`config.mk`:
```
export PLATFORM = sky130hd
export DESIGN_NAME = vx_weighted_fair_arbiter
export DESIGN_NICKNAME = d
export VERILOG_FILES = /design/src/rtl/vx_arb_pkg.sv /design/src/rtl/vx_arb_lsb_select.sv /design/src/rtl/vx_weighted_fair_arbiter.sv
export SDC_FILE = /design/constraint.sdc
export NUM_CORES = 1
export LEC_CHECK = 0
export BUFFER_PORTS_ARGS = -buffer_cell sky130_fd_sc_hd__buf_2
export CORE_ASPECT_RATIO = 1.25
export CORE_MARGIN = 10
export CORE_UTILIZATION = 50
export CTS_BUF_LIST = sky130_fd_sc_hd__clkbuf_16
export DETAILED_ROUTE_END_ITERATION = 8
export GPL_ROUTABILITY_DRIVEN = 0
export PLACE_DENSITY = 0.75
export SLEW_MARGIN = 20
export SYNTH_ARGS = -nofsm -noshare
export SYNTH_HDL_FRONTEND = slang
export SYNTH_SLANG_ARGS = --single-unit
```
`constraint.sdc`:
```
create_clock -name clk -period 2.9 [get_ports clk]
set_input_delay 0 -clock clk [delete_from_list [all_inputs] [get_ports clk]]
set_output_delay 0 -clock clk [all_outputs]
set_load 0.01 [all_outputs]
```
`src/rtl/vx_arb_pkg.sv`:
```
// Shared types and helpers for the weighted fair arbiter.
// Optional feature macro: VX_ARB_PERF_EN (per-requestor grant counters).
package vx_arb_pkg;

    localparam int unsigned VX_ARB_WEIGHT_BITS = 4;
    localparam int unsigned VX_ARB_PERF_BITS   = 32;

    typedef logic [VX_ARB_WEIGHT_BITS-1:0] credit_t;
    typedef logic [VX_ARB_PERF_BITS-1:0]   perf_ctr_t;

    // A programmed weight of zero still earns one grant per round.
    function automatic int unsigned eff_weight(input int unsigned w);
        return (w == 0) ? 1 : w;
    endfunction

endpackage

```
`src/rtl/vx_arb_lsb_select.sv`:
```
// Lowest-set-bit selector: one-hot, binary index and any-set flag.
module vx_arb_lsb_select #(
    parameter int unsigned N     = 4,
    parameter int unsigned LOG_N = 2
) (
    input  logic [N-1:0]     in_vec,
    output logic [N-1:0]     onehot,
    output logic [LOG_N-1:0] index,
    output logic             valid
);

    // Scan upward and keep only the first set bit.
    always_comb begin
        logic found;
        onehot = '0;
        index  = '0;
        found  = 1'b0;
        for (int unsigned i = 0; i < N; i++) begin
            if (in_vec[i] && !found) begin
                onehot[i] = 1'b1;
                index     = LOG_N'(i);
                found     = 1'b1;
            end
        end
        valid = found;
    end

endmodule

```
`src/rtl/vx_weighted_fair_arbiter.sv`:
```
// Credit-based weighted round-robin arbiter with burst locking.
// Grant is combinational from registered credits/lock and the live requests.
// Optional feature macro: VX_ARB_PERF_EN adds perf_grants saturating counters.
module vx_weighted_fair_arbiter
    import vx_arb_pkg::*;
#(
    parameter int unsigned NUM_REQS     = 4,
    parameter int unsigned WEIGHT_BITS  = VX_ARB_WEIGHT_BITS,
    parameter int unsigned LOG_NUM_REQS = (NUM_REQS > 1) ? $clog2(NUM_REQS) : 1,
    parameter int unsigned PERF_BITS    = VX_ARB_PERF_BITS
) (
    input  logic                            clk,
    input  logic                            reset,
    input  logic [NUM_REQS-1:0]             requests,
    input  logic [NUM_REQS*WEIGHT_BITS-1:0] weights,
    input  logic                            lock,
    output logic [LOG_NUM_REQS-1:0]         grant_index,
    output logic [NUM_REQS-1:0]             grant_onehot,
    output logic                            grant_valid,
    input  logic                            grant_ready,
`ifdef VX_ARB_PERF_EN
    output logic [NUM_REQS*PERF_BITS-1:0]   perf_grants,
`endif
    output logic                            round_start
);

    logic [WEIGHT_BITS-1:0]  credits_q [NUM_REQS];
    logic [WEIGHT_BITS-1:0]  credits_d [NUM_REQS];
    logic [WEIGHT_BITS-1:0]  eff_w     [NUM_REQS];
    logic                    locked_q, locked_d;
    logic [LOG_NUM_REQS-1:0] locked_idx_q, locked_idx_d;

    logic [NUM_REQS-1:0] eligible;
    logic [NUM_REQS-1:0] qual;
    logic [NUM_REQS-1:0] sel_vec;
    logic                hold;
    logic                req_any;
    logic                fire;

    // Qualification: a locked burst overrides everything, otherwise
    // requestors with credit left, otherwise everyone (new round).
    always_comb begin
        for (int unsigned i = 0; i < NUM_REQS; i++) begin
            eff_w[i]    = WEIGHT_BITS'(eff_weight(32'(weights[i*WEIGHT_BITS +: WEIGHT_BITS])));
            eligible[i] = requests[i] && (credits_q[i] != '0);
        end
        req_any     = |requests;
        hold        = locked_q && requests[locked_idx_q];
        round_start = req_any && !hold && !(|eligible);
        qual        = round_start ? requests : eligible;
        sel_vec     = qual;
        if (hold) begin
            sel_vec               = '0;
            sel_vec[locked_idx_q] = 1'b1;
        end
    end

    vx_arb_lsb_select #(
        .N     (NUM_REQS),
        .LOG_N (LOG_NUM_REQS)
    ) u_sel (
        .in_vec (sel_vec),
        .onehot (grant_onehot),
        .index  (grant_index),
        .valid  (grant_valid)
    );

    assign fire = grant_valid && grant_ready;

    for (genvar gi = 0; gi < NUM_REQS; gi++) begin : g_credit
        // Reload on round start (winner pays one), else winner pays one; hold beats are free.
        always_comb begin
            credits_d[gi] = credits_q[gi];
            if (fire && !hold) begin
                if (round_start) begin
                    if (!requests[gi])
                        credits_d[gi] = '0;
                    else if (grant_onehot[gi])
                        credits_d[gi] = eff_w[gi] - WEIGHT_BITS'(1);
                    else
                        credits_d[gi] = eff_w[gi];
                end else if (grant_onehot[gi]) begin
                    credits_d[gi] = credits_q[gi] - WEIGHT_BITS'(1);
                end
            end
        end

        // Per-requestor credit register.
        always_ff @(posedge clk) begin
            if (reset)
                credits_q[gi] <= '0;
            else
                credits_q[gi] <= credits_d[gi];
        end
    end

    // Lock is captured on every accepted beat together with the winner.
    always_comb begin
        locked_d     = locked_q;
        locked_idx_d = locked_idx_q;
        if (fire) begin
            locked_d     = lock;
            locked_idx_d = grant_index;
        end
    end

    // Lock state register.
    always_ff @(posedge clk) begin
        if (reset) begin
            locked_q     <= 1'b0;
            locked_idx_q <= '0;
        end else begin
            locked_q     <= locked_d;
            locked_idx_q <= locked_idx_d;
        end
    end

`ifdef VX_ARB_PERF_EN
    logic [PERF_BITS-1:0] perf_q [NUM_REQS];
    logic [PERF_BITS-1:0] perf_d [NUM_REQS];

    for (genvar gp = 0; gp < NUM_REQS; gp++) begin : g_perf
        // Saturating count of accepted beats, burst beats included.
        always_comb begin
            perf_d[gp] = perf_q[gp];
            if (fire && grant_onehot[gp] && (perf_q[gp] != '1))
                perf_d[gp] = perf_q[gp] + PERF_BITS'(1);
        end

        // Counter register.
        always_ff @(posedge clk) begin
            if (reset)
                perf_q[gp] <= '0;
            else
                perf_q[gp] <= perf_d[gp];
        end

        assign perf_grants[gp*PERF_BITS +: PERF_BITS] = perf_q[gp];
    end
`endif

endmodule

```
Word-level counts from Yosys, hierarchy flattened:

Memory sizes are Yosys's and may differ from the RTL's.
Cells that the tools add are included.

* output and inout bits: 8
* bits in writable memories: 16
* bits in registers: 3
* memories kept: 1

Memory list
* credits_q: depth 4, bits a word 4, rd ports 4, clocked after Yosys merged registers in 0, write ports 4, line vx_weighted_fair_arbiter.sv:27 `logic [WEIGHT_BITS-1:0] credits_q [NUM_REQS];`

* magnitude comparators: 2
* muxes and demuxes: 47
* bitwise operators: 4
* reduce and logical (&&, ||, !) cells: 28
* $add $sub $neg: 8

Operators with widths (count)
* $mux W4: 30
* $sub A4 B1 Y4 const B: 8
* $logic_not A4 Y1: 4
* $reduce_bool A4 Y1: 4
* $logic_and A1 B1 Y1: 13
* $mux W1: 13
* $reduce_or A4 Y1: 2
* $logic_not A1 Y1: 5
* $mux W2: 2
* $or A1 B1 Y1: 4
* $lt A2 B3 Y1 const B: 1
* $bmux W1 S2: 1
* $demux W1 S2: 1
* $ge A2 B1 Y1 const B: 1

Logic depth before layout (Yosys ltp):

Gate-level depths: netlist of the first run.

* depth in word-level cells: 23
* depth in mapped cells: 10
* gate-level depth less buffers: 9

Modules after synthesis:

From an unflattened synthesis of the first run, not the netlist that was laid out.

* cell total of the unflattened synthesis: 258
* area, all modules: 1878.1 um^2

Modules (own cells, without submodules)
* vx_weighted_fair_arbiter: area each 1816.7 um^2, cells an instance 247, times used 1, sequential area each 380.4 um^2
* vx_arb_lsb_select: area each 61.3 um^2, cells an instance 11, times used 1, sequential area each 0.0 um^2

Worst setup path before layout of the first run:

OpenSTA, ideal clock, no wires.

* path type: reg-to-reg
* start: memory credits_q[1][0] (netlist name)
* end: memory credits_q[1][2] (netlist name)
* buffers on the path: 1
* period minus slack after synthesis: 2900 ps
* setup slack: 0 ps
* cell stages (with the launch flop): 11
* required time: 2768 ps
* data arrival time: 2768 ps
* library setup time: 132 ps
* cell sequence: dfxtp_1 inv_1 ha_1 or3b_1 a222oi_1 nand4_2 inv_1 buf_4 o32ai_1 o31ai_1 a21oi_1

RTL lines (line)
* start: declaration: vx_weighted_fair_arbiter.sv:27

==> results of run 1 <==
[metal layers]
layer | GRT usage | wire, microns | vias up
met5 | 0 | 0 | -
met4 | 0.0832 | 133 | 0
met3 | 0.0240 | 267 | 11
met2 | 0.279 | 2610 | 58
met1 | 0.194 | 2230 | 931
li1 | - | - | 1010
[kinds of logic after synthesis]
kind of cell             after synthesis
multiplexers                           4
XOR/XNOR                               4
AND/OR/NAND/NOR                      113
adder cells (fa/ha/maj)                8
AO/OA/AOI/OAI                         67
flip-flops                            19
buffers and inverters                 29
[state kept, by name (all words and copies together) (netlist names)]
| signal | count |
|---|---|
| locked_q | 1 |
| credits_q | 16 |
| locked_idx_q | 2 |
[metrics by stage]
stage	instances	total power, mW	cell area, sq um	hold slack (ns)	util
4_1_cts	319	2.65	2120	0.0526	0.609
6_report	319	2.67	2130	0.0509	0.612
2_1_floorplan	244	1.76	1800	0.147	-
5_1_grt	319	2.91	2130	0.0747	0.612
3_5_place_dp	314	2.34	2030	0.250	0.583
3_3_place_gp	314	2.31	2030	0.240	0.583
[worst max-delay path: cells and delay by family (launching register included)]
family | cells | cell delay [ns]
compound gates | 2 | 0.58
simple gates | 3 | 0.68
fa+ha+maj | 1 | 0.18
buf+inv | 4 | 0.67
flops | 1 | 0.33
[final timing paths]
check             startpoint         endpoint  slack (ns)  cells after the start
max          credits_q[1][0]   grant_index[0]        0.20                     10
min              weights[14]  credits_q[3][2]        0.05                      3
min reg2reg  credits_q[0][1]  credits_q[0][1]        0.51                      2
max reg2reg  credits_q[2][0]  credits_q[2][1]        0.22                      8
[layout by cell type, fill, tap and decap left out, types with 3 or more instances in the layout]
cell	Yosys	routed
a211oi_1	4	4
a21oi_1	16	16
a22oi_1	4	4
a311oi_1	4	4
a31oi_1	3	3
and2_1	7	7
and4_1	4	4
buf_2	1	31
buf_4	1	10
clkbuf_16	0	3
dfxtp_1	19	19
ha_1	8	8
inv_1	19	19
mux2_2	3	3
nand2_1	20	20
nand2b_1	4	4
nand3_1	7	7
nand3b_1	3	3
nand4_1	5	5
nor2_1	21	20
nor3_1	15	15
nor4_1	4	4
o21ai_0	5	5
o31ai_1	3	3
o32ai_1	3	3
or2_2	3	3
or3_1	3	3
or3b_2	4	4
xnor2_1	4	4
[repair_timing]
action | in CTS | in global routing
hold buffers | 1 | 0
endpoints found under the setup margin | 1 | 3
pin swaps | 0 | 0
endpoints found under the hold margin | 1 | 0
gates resized for setup | 1 | 2
[area by class of cell]
type                    count  area, sq um
fillers                   325         1350
multi-input cells         196         1310
flip-flops and latches     19          380
repair buffers             42          240
clock buffers               3         75.1
inverters                  19         71.3
well taps                  39         48.8
clock inverters             1         5.00
[power groups by stage]
stage | Clock, mW | Sequential [mW] | Combinational, mW
2_1_floorplan | 0 | 0.436 | 1.32
6_report | 0.302 | 0.458 | 1.91
3_5_place_dp | 0 | 0.462 | 1.88
3_3_place_gp | 0 | 0.458 | 1.85
5_1_grt | 0.308 | 0.477 | 2.13
4_1_cts | 0.304 | 0.457 | 1.89
==> impl_metrics.yaml, run 1 <==
logic_synthesis:
  synth-xor-area-share: 0.0195
  ys_seq_elements: 19
  syn_nets: 276
  synth_ff_type: "dfxtp_1"
  synth_top_family_by_area: "simple AND/OR/NAND/NOR gates"
  synth_area_sq_mm: 0.00180
  seq_area_frac_synth: 0.212
  synth_cell_type_count: 59
  synthTopCellsByCount: "21 x nor2_1, 20 x nand2_1, 19 x dfxtp_1, 19 x inv_1, 16 x a21oi_1"
  yosys.area_share.simple: 0.351
  netlist_instances: 244
  synth_area_leaders: "dfxtp_1 21%, ha_1 5.6%, a21oi_1 4.5%"
  async_reset_ff_frac: 0
  synth-edff-count: 0
  netlist.top_cell.by_area: "dfxtp_1"
  synth.most_common_cell: "nor2_1"
  muxShareOfSynthArea: 0.0244
  synth_fa_ha_area_frac: 0.0557
  synth_top_area_share: 0.212
  synth_area_per_cell_sq_um: 7.36
  synth-compound-area-share: 0.275
  synth_warnings: 0
timing:
  min_period_over_period: 0.931
  rsz0062_at_grt: "false"
  setup_slack_ns: 0.201
  worst_pin_slew_ns: 0.628
  slew_violations: 0
  finalHoldViolations: 0
  slew_headroom: 0.578
  period_needed_ns: 2.70
  max_freq_ghz: 0.371
  finalSetupViolCount: 0
  finalSetupTns_ns: 0
  worst_clock_skew_ns: 0.00575
final_layout:
  drive_above_1_share: 0.225
  final_nets: 313
  synthToLayoutAreaGrowth_pct: 18.7
  antenna_cells: 0
cts:
  cts-buffers-inserted: 3
  cts_tree: "done"
  clockRootBuffer: "clkbuf_16"
  clk_pin_slew_ns: 0.06
  cts_max_level: 1
  post-cts-setup-buffers: 0
  clock_latency_ns: 0.26
  cts.sinks: 19
  clockBufferDepth: 2
power_and_ir_drop:
  p_seq_frac: 0.171
  power_frac_comb: 0.716
  intPower_mw: 1.38
  power.density_mw_per_mm2: 1250
  power_frac_clock: 0.113
  p_sw_mw: 1.29
  ir_drop_uv: 774
  p_sw_frac: 0.482
  p_leak_nw: 0.885
placement:
  place_hpwl_microns: 4000
  io_buffers: 31
  place_ws_ns: 0.0916
global_routing:
  grt_pass1_wl_microns: 8700
  antenna_found_initial: 0
  grt_pass1_vias: 1998
  grt_usage: 0.165
  gr-total-overflow: 0
  grt_max_degree: 22
run:
  maxCapViolCount: 0
run_status:
  status: "complete, no violations"
detailed_routing:
  drt-total-wl_microns: 5230
  vias_per_cell: 6.30
  vias: 2010
  final_antenna_net_count: 0
  drt_first_iter_violations: 153
  drc: 0
  dr.pass1.iters: 7
  wire_per_inst_microns: 16.4
worst_setup_path:
  crit_chain: "inv_1, ha_1, or3b_1, a222oi_1, buf_4, nand4_2, o311ai_2, buf_4, nand2_1, buf_2"
  path_common_cell: "buf_4"
  arrival_ns: 2.70
  endpoint_kind: "output pin"
  path_class: "reg -> out"
  path_max_fanout: 9
  startpoint_type: "register"
  required_ns: 2.90
  cpPeakStageDelay_ns: 0.42
  critPathSlowestCell: "or3b_1"
floorplan:
  start_util: 0.515
  rows: 24
  die_area_sq_mm: 0.00640
  io_pins: 32
  coreArea_sq_mm: 0.00348
  die_w_microns: 73.6
  die_y_microns: 87
min_path:
  hold_path.class: "in -> reg"
(Power assumes the default switching activity.)
==> run 2: changes to the inputs <==
- SYNTH_HIERARCHICAL: default -> 1
==> impl_metrics.yaml, run 2 <==
logic_synthesis:
  synth_top_area_share: 0.203
  netlist.top_cell.by_area: "dfxtp_1"
  yosys.area_share.simple: 0.296
  synth.most_common_cell: "nand2_1"
  seq_area_frac_synth: 0.203
  netlist_instances: 258
  synth_top_family_by_area: "simple AND/OR/NAND/NOR gates"
  synth_fa_ha_area_frac: 0.0533
  async_reset_ff_frac: 0
  synth-compound-area-share: 0.264
  synth_area_per_cell_sq_um: 7.28
  synth-xor-area-share: 0.0373
  synthTopCellsByCount: "36 x nand2_1, 26 x nor2_1, 20 x inv_1"
  ys_seq_elements: 19
  syn_nets: 290
  synth_area_sq_mm: 0.00188
  synth-edff-count: 0
  muxShareOfSynthArea: 0.0426
  synth_cell_type_count: 55
  synth_warnings: 6
  synth_ff_type: "dfxtp_1"
  synth_area_leaders: "dfxtp_1 20%, nand2_1 7.2%, ha_1 5.3%"
detailed_routing:
  vias_per_cell: 6.07
  drt-total-wl_microns: 6060
  drt_first_iter_violations: 240
  dr.pass1.iters: 4
  final_antenna_net_count: 0
  vias: 2154
  drc: 0
  wire_per_inst_microns: 17.1
floorplan:
  die_w_microns: 74.8
  start_util: 0.530
  coreArea_sq_mm: 0.00354
  die_area_sq_mm: 0.00662
  rows: 24
  die_y_microns: 88.5
  io_pins: 32
run_status:
  failed_checks: "negative setup slack"
  status: "complete, but fails checks"
placement:
  place_hpwl_microns: 3790
  io_buffers: 31
final_layout:
  drive_above_1_share: 0.411
  final_nets: 349
  largestRegisters: "credits_q x16, locked_idx_q x2, locked_q x1"
  final_common_cell: "buf_4"
  largest_register_ffs: 16
  final_cell_mix: "36 x buf_4, 35 x nand2_1, 31 x buf_2"
  top_register: "credits_q"
  antenna_cells: 0
  synthToLayoutAreaGrowth_pct: 38.6
timing:
  slew_headroom: 0.686
  slew_violations: 0
  finalSetupTns_ns: -0.0811
  rsz0062_at_grt: "true"
  period_needed_ns: 2.98
  worst_pin_slew_ns: 0.471
  finalHoldViolations: 0
  min_period_over_period: 1.03
  worst_clock_skew_ns: 0.00387
  setup_slack_ns: -0.0801
  finalSetupViolCount: 2
  max_freq_ghz: 0.336
cts:
  clockRootBuffer: "clkbuf_16"
  cts.sinks: 19
  clock_latency_ns: 0.26
  clk_pin_slew_ns: 0.06
  clockBufferDepth: 2
  cts-buffers-inserted: 3
  cts_tree: "done"
  cts_max_level: 1
min_path:
  hold_path.class: "in -> reg"
  holdCritStartpoint: "weights[10]"
power_and_ir_drop:
  power_frac_comb: 0.800
  power.density_mw_per_mm2: 1540
  p_leak_nw: 1.07
  ir_drop_uv: 750
  p_seq_frac: 0.127
  p_sw_frac: 0.482
  p_sw_mw: 1.93
  intPower_mw: 2.07
  design_power_total_mw: 4.00
  power_frac_clock: 0.074
worst_setup_path:
  reg2reg_from: "credits_q[0][0]"
  critPathLaunch: "credits_q[0][0]"
  arrival_ns: 3.16
  endpoint_kind: "register"
  required_ns: 3.08
  startpoint_type: "register"
  path_class: "reg -> reg"
  path_max_fanout: 9
global_routing:
  grt_usage: 0.181
  antenna_found_initial: 0
  gr-total-overflow: 0
  grt_pass1_wl_microns: 9610
  grt_pass1_vias: 2102
  grt_max_degree: 26
run:
  maxCapViolCount: 0
## run 2: cell count changes after synthesis, moves of 4 or more
cell and change:
nand2_1 +16, mux2i_1 +7, a211o_1 +5, buf_2 +5
nor2_1 +5, nor3_1 -5, o21ai_1 +5, a22oi_1 -4
and4_1 -4, or3b_2 -4, xnor2_1 +4
## run 2: worst paths after layout
check	endpoint	slack (ns)	depth (start not counted)
max	credits_q[1][4]	-0.08	15
min	credits_q[1][2]	0.12	4
min reg2reg	locked_q	0.50	2
max reg2reg	credits_q[1][4]	-0.08	15
## run 2: layer usage
metal / up-vias / track usage / routed length (microns) / part of all wire
li1: 1057 / - / - / -
met1: 1003 / 0.221 / 2560 / 0.42
met2: 83 / 0.298 / 2930 / 0.48
met3: 11 / 0.0404 / 479 / 0.079
met4: 0 / 0.0741 / 89 / 0.015
met5: - / 0 / 0 / 0
## run 2: area by class of cell
| class | instances | area, sq um |
|---|---|---|
| well taps | 39 | 48.8 |
| inverters | 20 | 75.1 |
| repair buffers | 73 | 504 |
| multi-input cells | 200 | 1510 |
| clock buffers | 3 | 75.1 |
| clock inverters | 1 | 3.75 |
| flip-flops and latches | 19 | 385 |
| fillers | 276 | 941 |
## run 2: stage by stage
| stage | util | area, sq um | hold slack, ns | setup slack [ns] | cells |
|---|---|---|---|---|---|
| final | 0.734 | 2600 | 0.117 | -0.0801 | 355 |
| after global routing | 0.734 | 2600 | 0.163 | -0.191 | 355 |
| after CTS | 0.675 | 2390 | 0.127 | 0.00860 | 345 |
| after detailed placement | 0.618 | 2190 | 0.250 | -0.0569 | 327 |
| after global placement | 0.618 | 2190 | 0.244 | 0.0218 | 327 |
| after floorplan | - | 2000 | 0.136 | -0.228 | 258 |
## run 2: timing repair
action | CTS | global route
buffers inserted | 12 | 10
pin swaps | 1 | 23
endpoints found under the setup margin | 12 | 16
cloned | 1 | 0
gates resized for setup | 5 | 36
hold endpoints to repair | 1 | 0
hold buffers | 1 | 0
## run 2: kinds of logic after synthesis
logic type / after synthesis
flip-flops: 19
XOR/XNOR: 8
AND/OR/NAND/NOR: 109
buffers and inverters: 40
multiplexers: 8
AO/OA/AOI/OAI: 66
adder cells (fa/ha/maj): 8
## run 2: power groups by stage
stage | Sequential (mW) | Combinational [mW] | Clock, mW
floorplan | 0.452 | 2.08 | 0
global placement | 0.485 | 2.48 | 0
detailed placement | 0.487 | 2.53 | 0
CTS | 0.484 | 2.77 | 0.295
global route | 0.523 | 3.46 | 0.305
finish | 0.507 | 3.20 | 0.294
## run 2: critical path: stages (launching register included)
cell	delay (ns)
dfxtp_2	0.34
inv_2	0.08
ha_4	0.14
or3b_4	0.40
a22oi_4	0.20
and3_4	0.26
o21ai_1	0.08
o21ai_2	0.17
buf_4	0.13
nand2b_4	0.11
nor3_1	0.04
buf_4	0.15
buf_4	0.16
nor3_1	0.33
a32oi_2	0.17
a41oi_2	0.14
==> run 3: changes to the inputs <==
- CORE_UTILIZATION: 50 -> 51
- PLACE_DENSITY: 0.75 -> 0.76
==> impl_metrics.yaml, run 3 (synthesis gave the netlist of run 2 again) <==
run:
  maxCapViolCount: 0
worst_setup_path:
  r2r_slack_ns: -0.01
  critPathSlowestCell: "or3b_4"
  r2r_cells: 15
  worstReg2RegEnd: "credits_q[0][0]"
  path_max_fanout: 5
  path_common_cell: "o21ai_4"
  reg2reg_from: "credits_q[0][0]"
  endpoint_kind: "register"
  startpoint_type: "register"
  arrival_ns: 3.11
  cpPeakStageDelay_ns: 0.40
  path_class: "reg -> reg"
  required_ns: 3.10
  crit_chain: "inv_2, ha_4, or3b_4, a22oi_4, and3_4, o21ai_4, o21ai_4, nor2_2, nand2_2, and2_4, o221a_4, buf_4, nor2_1, a311oi_1, and3_1"
floorplan:
  die_y_microns: 87.8
  coreArea_sq_mm: 0.00351
  io_pins: 32
  rows: 24
  start_util: 0.535
  die_w_microns: 74.3
  die_area_sq_mm: 0.00652
global_routing:
  antenna_found_initial: 0
  grt_pass1_wl_microns: 9090
  grt_max_degree: 26
  grt_pass1_vias: 1982
  grt_usage: 0.170
  gr-total-overflow: 0
detailed_routing:
  wire_per_inst_microns: 16.8
  dr.pass1.iters: 5
  vias: 2146
  drc: 0
  drt_first_iter_violations: 212
  vias_per_cell: 6.01
  drt-total-wl_microns: 6010
  final_antenna_net_count: 0
timing:
  period_needed_ns: 2.91
  max_freq_ghz: 0.343
  worst_pin_slew_ns: 0.462
  finalHoldViolations: 0
  finalSetupTns_ns: -0.0139
  rsz0062_at_grt: "true"
  slew_violations: 0
  slew_headroom: 0.692
  min_period_over_period: 1.00
  setup_slack_ns: -0.0139
  finalSetupViolCount: 1
  worst_clock_skew_ns: 0.00174
min_path:
  holdCritStartpoint: "weights[1]"
  hold_depth: 3
  hold_path.class: "in -> reg"
  whs_endpoint: "credits_q[0][1]"
final_layout:
  top_register: "credits_q"
  largest_register_ffs: 16
  antenna_cells: 0
  synthToLayoutAreaGrowth_pct: 37.1
  fin_util: 0.733
  final_common_cell: "buf_4"
  final_cell_mix: "38 x buf_4, 34 x nand2_1, 31 x buf_2"
  final_nets: 351
  drive_above_1_share: 0.393
  largestRegisters: "credits_q x16, locked_idx_q x2, locked_q x1"
cts:
  cts_tree: "done"
  clock_latency_ns: 0.26
  clockBufferDepth: 2
  cts_max_level: 1
  clockRootBuffer: "clkbuf_16"
  cts-buffers-inserted: 3
  clk_pin_slew_ns: 0.06
  cts.sinks: 19
run_status:
  failed_checks: "negative setup slack"
  status: "complete, but fails checks"
power_and_ir_drop:
  power.density_mw_per_mm2: 1570
  p_leak_nw: 1.07
  design_power_total_mw: 4.05
  ir_drop_uv: 1370
placement:
  place_hpwl_microns: 3770
  place_ws_ns: -0.0722
  io_buffers: 31
[run 3: final cells by class]
class / count / area [sq um]
timing repair buffer: 75 / 519
clock inverter: 1 / 3.75
clock buffer: 3 / 75.1
fill: 258 / 938
multi-input combinational: 200 / 1470
sequential: 19 / 383
tap: 39 / 48.8
inverter: 20 / 75.1
[run 3: through the flow]
| step | area, sq um | hold slack, ns | std cells |
|---|---|---|---|
| detailed placement | 2180 | 0.247 | 326 |
| global placement | 2180 | 0.245 | 326 |
| finish | 2570 | 0.126 | 357 |
| CTS | 2370 | 0.128 | 341 |
| floorplan | 2000 | 0.136 | 258 |
| global route | 2570 | 0.146 | 357 |
[run 3: power by group]
group | total (mW) | switching (mW) | internal (mW)
clock network | 0.295 | 0.111 | 0.184
registers | 0.490 | 0.115 | 0.375
logic | 3.27 | 1.72 | 1.55
total | 4.05 | 1.95 | 2.11
[run 3: timing repair]
action | CTS | global route
pin swaps | 0 | 15
buffers inserted | 9 | 16
hold endpoints to repair | 1 | 0
gates resized for setup | 4 | 27
hold buffers | 1 | 0
gates cloned | 1 | 0
endpoints found under the setup margin | 10 | 16
[run 3: worst max-delay path: cells and delay by family, from the launching register on]
| family | cells | cell delay, ns |
|---|---|---|
| compound gates | 5 | 0.93 |
| flops | 1 | 0.32 |
| buf+inv | 2 | 0.21 |
| simple gates | 7 | 1.24 |
| fa+ha+maj | 1 | 0.14 |
[run 3: how the worst max path moves through the flow]
| stage | startpoint | end | depth (start not counted) |
|---|---|---|---|
| 3_5_place_dp | credits_q[0][4] | credits_q[1][2] | 13 |
| 3_3_place_gp | credits_q[0][4] | credits_q[1][2] | 13 |
| 2_1_floorplan | credits_q[0][1] | credits_q[1][2] | 16 |
| 6_report | credits_q[0][0] | credits_q[0][0] | 15 |
| 5_1_grt | credits_q[0][1] | credits_q[0][7] | 15 |
| 4_1_cts | credits_q[0][1] | credits_q[0][2] | 16 |
[run 3: layer usage]
layer | vias to the layer above | track usage | wire (microns)
li1 | 1054 | - | -
met1 | 999 | 0.216 | 2530
met2 | 75 | 0.280 | 2960
met3 | 18 | 0.0317 | 355
met4 | 0 | 0.0550 | 165
met5 | - | 0 | 0
